--- src/rtl/fetch_decode_stage.sv ---
// PC generation, instruction fetch addressing and IF/ID register for the RV32 pipeline.
// A one-entry hold buffer hides the synchronous BRAM read latency across decode stalls.
module fetch_decode_stage #(
  parameter int              XLEN      = 32,
  parameter logic [XLEN-1:0] RESET_PC  = '0,
  parameter logic [31:0]     NOP_INSTR = 32'h0000_0013
) (
  input  logic            clk,
  input  logic            rst,
  input  logic            StallF,
  input  logic            StallD,
  input  logic            PCSrc_E,
  input  logic [XLEN-1:0] PCTarget_E,
  output logic [XLEN-1:0] imem_addr,
  input  logic [31:0]     imem_rdata,
  output logic [XLEN-1:0] PCF,
  output logic [XLEN-1:0] PCD,
  output logic [XLEN-1:0] PCPlus4D,
  output logic [31:0]     InstrD,
  output logic            ValidD
);

  localparam logic [XLEN-1:0] PC_STEP = XLEN'(3'd4);

  logic [XLEN-1:0] pcf_q, pcf_d;
  logic [XLEN-1:0] pcd_q, pcd_d;
  logic [XLEN-1:0] pcplus4d_q, pcplus4d_d;
  logic            validd_q, validd_d;
  logic            hold_valid_q, hold_valid_d;
  logic [31:0]     instr_hold_q, instr_hold_d;
  logic [XLEN-1:0] pcf_plus4_s;

  // Next-state logic: redirect beats stall for both the PC and the IF/ID slot
  always_comb begin
    pcf_plus4_s  = pcf_q + PC_STEP;
    pcf_d        = pcf_q;
    pcd_d        = pcd_q;
    pcplus4d_d   = pcplus4d_q;
    validd_d     = validd_q;
    hold_valid_d = hold_valid_q;
    instr_hold_d = instr_hold_q;

    if (PCSrc_E) begin
      pcf_d = {PCTarget_E[XLEN-1:2], 2'b00};
    end else if (StallF) begin
      pcf_d = pcf_q;
    end else begin
      pcf_d = pcf_plus4_s;
    end

    if (PCSrc_E) begin
      validd_d = 1'b0;
    end else if (StallD) begin
      validd_d = validd_q;
    end else begin
      pcd_d      = pcf_q;
      pcplus4d_d = pcf_plus4_s;
      validd_d   = 1'b1;
    end

    // The BRAM re-reads PCF while stalled, so the decode word is captured on the first stalled edge only
    if (PCSrc_E || !StallD) begin
      hold_valid_d = 1'b0;
    end else if (!hold_valid_q) begin
      hold_valid_d = 1'b1;
      instr_hold_d = imem_rdata;
    end else begin
      hold_valid_d = 1'b1;
    end
  end

  // State registers with synchronous reset
  always_ff @(posedge clk) begin
    if (rst) begin
      pcf_q        <= RESET_PC;
      pcd_q        <= '0;
      pcplus4d_q   <= '0;
      validd_q     <= 1'b0;
      hold_valid_q <= 1'b0;
      instr_hold_q <= NOP_INSTR;
    end else begin
      pcf_q        <= pcf_d;
      pcd_q        <= pcd_d;
      pcplus4d_q   <= pcplus4d_d;
      validd_q     <= validd_d;
      hold_valid_q <= hold_valid_d;
      instr_hold_q <= instr_hold_d;
    end
  end

  // Decode instruction select: bubble, held word, or live BRAM data
  always_comb begin
    InstrD = imem_rdata;
    if (!validd_q) begin
      InstrD = NOP_INSTR;
    end else if (hold_valid_q) begin
      InstrD = instr_hold_q;
    end else begin
      InstrD = imem_rdata;
    end
  end

  assign imem_addr = pcf_q;
  assign PCF       = pcf_q;
  assign PCD       = pcd_q;
  assign PCPlus4D  = pcplus4d_q;
  assign ValidD    = validd_q;

endmodule
--- config.mk ---
export PLATFORM = sky130hd
export DESIGN_NAME = fetch_decode_stage
export DESIGN_NICKNAME = d
export VERILOG_FILES = /design/src/rtl/fetch_decode_stage.sv
export SDC_FILE = /design/constraint.sdc
export NUM_CORES = 1
export LEC_CHECK = 0
export ABC_CLOCK_PERIOD_IN_PS = 2690
export BUFFER_PORTS_ARGS = -buffer_cell sky130_fd_sc_hd__buf_4
export CORE_ASPECT_RATIO = 1.5
export CORE_MARGIN = 5
export CORE_UTILIZATION = 50
export DETAILED_ROUTE_END_ITERATION = 7
export GPL_ROUTABILITY_DRIVEN = 0
export PLACE_DENSITY = 0.81
export SLEW_MARGIN = 10
export SYNTH_ARGS = -nofsm -noshare
export SYNTH_HDL_FRONTEND = slang
export SYNTH_SLANG_ARGS = --single-unit
--- constraint.sdc ---
create_clock -name clk -period 2.69 [get_ports clk]
set_input_delay 0 -clock clk [delete_from_list [all_inputs] [get_ports clk]]
set_output_delay 0 -clock clk [all_outputs]
set_load 0.005 [all_outputs]
* Word-level counts from Yosys, hierarchy flattened
Cells that the tools add are included.
Cells by class: muxes and demuxes 5, add/subtract/negate cells 1, bitwise gates (word level) 2, shifts and indexed selects 0, order comparisons 0, reductions and logical operators 4, equal/unequal tests 1, $mul 0, div/mod/pow operators 0
Operators with widths (count):
- 2-to-1 mux 32 bit | 4
- adder 32 x 3 -> 32 bit (second input constant) | 1
- inequality test 2 x 1 -> 1 bit (second input constant) | 1
- NOT 1 bit | 2
- AND reduction 2 bit | 1
- OR reduction 2 bit | 1
- logical NOT 1 bit | 1
- logical OR 1 bit | 1
- 2-to-1 mux 1 bit | 1
Word-level totals: memory bits (writable) 0, memories kept 0, memory bits (read-only) 0, input bits 69, logic and storage cells 20, register bits after elaboration 130, output and inout port bits 161, bits in latches 0

* Longest topological paths before layout
depth in word-level cells 3, gate-level depth with buffers 7, depth with buffers taken out 6

* Worst setup path after synthesis
Ideal clock, no wire load.
path type register to register, start point register pcf_q[2], in the netlist PCF[2], end point register pcf_q[18], in the netlist PCF[18], data required time 2.575 ns, buffers on the path 1, path slack 0.725 ns, arrival time 1.850 ns, clock period less this slack 1.965 ns, library setup time 0.115 ns, cell stages (with the launch flop) 8, cells stage by stage dfxtp_1 > ha_1 > nand4_1 > or2_1 > buf_2 > nor4_1 > xor2_1 > o21a_1
Between the ends: cells in the longest elaborated chain, start to end 3
RTL lines:
- start, declared | line 25 | logic [XLEN-1:0] pcf_q, pcf_d;
- start signal, assigned | line 82 | pcf_q <= pcf_d;
- adder 32 x 3 -> 32 bit | line 35 | pcf_plus4_s = pcf_q + PC_STEP;
- 2-to-1 mux 32 bit | line 45 | end else if (StallF) begin
- 2-to-1 mux 32 bit | line 43 | if (PCSrc_E) begin
Every way passes these cells. The select of a mux whose other input is x is not followed. A chain may end at the register's enable or synchronous reset.

* Worst setup path in the final report
start point register pcf_q[3], in the netlist PCF[3], end point register pcf_q[30], in the netlist PCF[30]
The elaborated chain is that of the path after synthesis.

==> results.py <==
metrics = {
    "status": {
        "status": "finished clean",
    },
    "route": {
        "postRouteAntennaNets": 0,
        "first_pass_iters": 4,
        "drc": 0,
        "routed_wl_mm": 19.1,
        "num_vias": 6187,
        "drt_iter0_drc": 334,
        "viasPerCell": 5.27,
        "post_drt_wl_per_cell_um": 16.2,
    },
    "cells_and_area": {
        "drive_gt1_share_pct": 27.7,
        "postLayoutCoreUtil_pct": 71.9,
        "diodes": 0,
        "synthToLayoutAreaGrowth_pct": 42.9,
        "multiInputGateArea_um2": 3140,
        "register_area_um2": 2480,
        "layout_commonest_cell": "buf_4",
        "final_cell_mix": "buf_4 (227), nand2_1 (145), dfxtp_1 (123)",
        "fin_nets": 1076,
        "nFillCells": 936,
    },
    "pwr": {
        "power.leakage_uw": 0.00376,
        "peakVddDrop_mv": 0.443,
        "power.density_nw_per_um2": 581,
    },
    "timing": {
        "slew_headroom_pct": 35.6,
        "fin_skew_ps": 6.93,
        "tightest_slew_ps": 965,
        "fmax_mhz": 429,
        "drv_slew": 0,
        "rsz0062_at_grt": "false",
        "hold_viol": 0,
        "period_share_pct": 86.7,
        "finalSetupViolCount": 0,
        "setup-tns-final_ps": 0,
        "period_needed_ps": 2330,
    },
    "grt": {
        "antenna_found_initial": 0,
        "grt_max_degree": 70,
        "grt_pass1_vias": 6130,
        "grt_use_total_pct": 25.4,
        "grt_pass1_wl_mm": 30.4,
        "grt-ovfl-total": 0,
    },
    "synth": {
        "synth-main-ff-cell": "dfxtp_1",
        "syn_area_um2": 6230,
        "synth_edf_count": 0,
        "yosys_register_bits": 124,
        "yosys_warnings": 0,
        "synth_area_per_cell_um2": 7.86,
        "seq_area_frac_synth_pct": 39.8,
        "synthCells": 793,
        "async_flop_share_pct": 0,
        "ys_types": 42,
    },
    "critical_path": {
        "startpoint_type": "flip-flop",
        "cp_data_arrival_time_ps": 2580,
        "endpoint_kind": "flip-flop",
        "required_ps": 2940,
        "crit_type": "reg2reg",
        "crit_path_max_fanout": 13,
    },
    "place": {
        "portBuffers": 219,
        "hpwlAfterDp_mm": 12.2,
    },
    "floorplanning": {
        "io_pins": 230,
        "initial_core_util_pct": 50.3,
        "dieWidth_um": 101,
        "die_area_um2": 14800,
        "fp.dieH_um": 147,
        "placementRows": 50,
        "coreArea_um2": 12400,
    },
    "cts": {
        "clock_latency_ps": 410,
        "cts_buffers": 17,
        "clk_pin_slew_worst_paths_ps": 50,
        "htreeDepth": 4,
        "cts_resized": 0,
        "cts_setup_buffers": 0,
        "cts_sinks": 124,
        "clockBufferDepth": 2,
        "cts_tree": "yes",
        "cts_root_buf": "clkbuf_16",
    },
    "worst_hold_path": {
        "hold_path.class": "in2reg",
    },
    "job": {
        "maxCapViolCount": 0,
    },
}
## through the flow
stage / setup WS, ps / hold WS, ps / instance area, um2 / instances / power, uW
floorplan: 725 / 94.5 / 6260 / 800 / 2430
detailed placement: 373 / 227 / 7660 / 1080 / 2730
finish: 358 / 97.4 / 8910 / 1175 / 5180
global placement: 422 / 224 / 7660 / 1080 / 2710
global route: 172 / 106 / 8910 / 1175 / 5390
CTS: 361 / 73.7 / 8910 / 1175 / 5200
## sequential cells by signal, indices dropped and copies added, names as in the netlist
name          count
PCPlus4D         30
ValidD            1
instr_hold_q     32
PCD              30
PCF              30
hold_valid_q      1
## critical path, stage by stage, from the launching register on
cell     delay, ps
dfxtp_1        460
ha_1           290
nand4_1        210
or2_1          530
nor4_2         380
xnor2_1        210
o32ai_2        110
## report_power, final
part / switching [uW] / leakage [uW] / internal, uW
sequential: 106 / 0.00102 / 1930
combinational: 336 / 0.00244 / 397
clock: 851 / 0.000307 / 1550
total: 1290 / 0.00376 / 3880
## cell usage after synthesis (all sizes together), types with 2 or more instances
| cell | count | area share, % |
|---|---|---|
| a211oi | 24 | 3.3 |
| a21oi | 85 | 6.8 |
| a311oi | 4 | 0.56 |
| and3 | 3 | 0.30 |
| and4 | 2 | 0.28 |
| buf | 51 | 5.6 |
| clkbuf | 54 | 3.3 |
| dfxtp | 124 | 40 |
| inv | 24 | 1.4 |
| mux2i | 37 | 5.9 |
| nand2 | 145 | 8.7 |
| nand3 | 13 | 1.0 |
| nand3b | 5 | 0.60 |
| nand4 | 10 | 1.2 |
| nor2 | 85 | 5.1 |
| nor2b | 3 | 0.30 |
| nor3 | 21 | 2.1 |
| nor4 | 7 | 1.0 |
| o21a | 21 | 2.5 |
| o21ai | 6 | 0.48 |
| or2 | 3 | 0.30 |
| or3 | 9 | 0.98 |
| xnor2 | 25 | 3.5 |
| xor2 | 25 | 3.5 |
## worst paths after layout
path,endpoint,startpoint,slack [ps],cells after the start
setup / recovery,PCF[30]$_SDFFE_PP0P_,PCF[3]$_SDFFE_PP0P_,360,6
hold reg to reg,instr_hold_q[2]$_SDFFE_PP0P_,instr_hold_q[2]$_SDFFE_PP0P_,450,2
setup reg to reg,PCF[30]$_SDFFE_PP0P_,PCF[3]$_SDFFE_PP0P_,360,6
hold / removal,PCF[30]$_SDFFE_PP0P_,StallF,100,2
## kinds of logic (layout without fill, tap and decap cells)
logic type	after synthesis	after routing	share of synthesized area, %
AOI/OAI and AO/OA	142	142	14.1
xor gates and xnor gates	50	50	7.03
adders and majority gates	1	1	0.201
buffers and inverters	129	348	10.4
DFF	124	124	39.8
muxes	37	37	5.94
other	1	8	0.0602
and+or+nand+nor	309	309	22.5
## layout make-up
| class | instances | area share (%) |
|---|---|---|
| clock buffers | 17 | 4.78 |
| clock inverters | 15 | 2.21 |
| inverters | 24 | 1.01 |
| multi-input cells | 547 | 35.3 |
| flip-flops and latches | 124 | 27.9 |
| well taps | 156 | 2.19 |
| repair buffers | 292 | 26.7 |
## per-layer routing
| metal | GRT usage, % | routed length [um] |
|---|---|---|
| met4 | 9.65 | 512 |
| met1 | 27.9 | 6870 |
| met5 | 0 | 0 |
| met2 | 45.9 | 10300 |
| met3 | 6.56 | 1400 |
## timing repair
action,CTS,global route
hold buffers,63,0
setup endpoints to repair,0,0
hold endpoints to repair,64,0
Note: power is estimated with default switching activity, not from simulation.
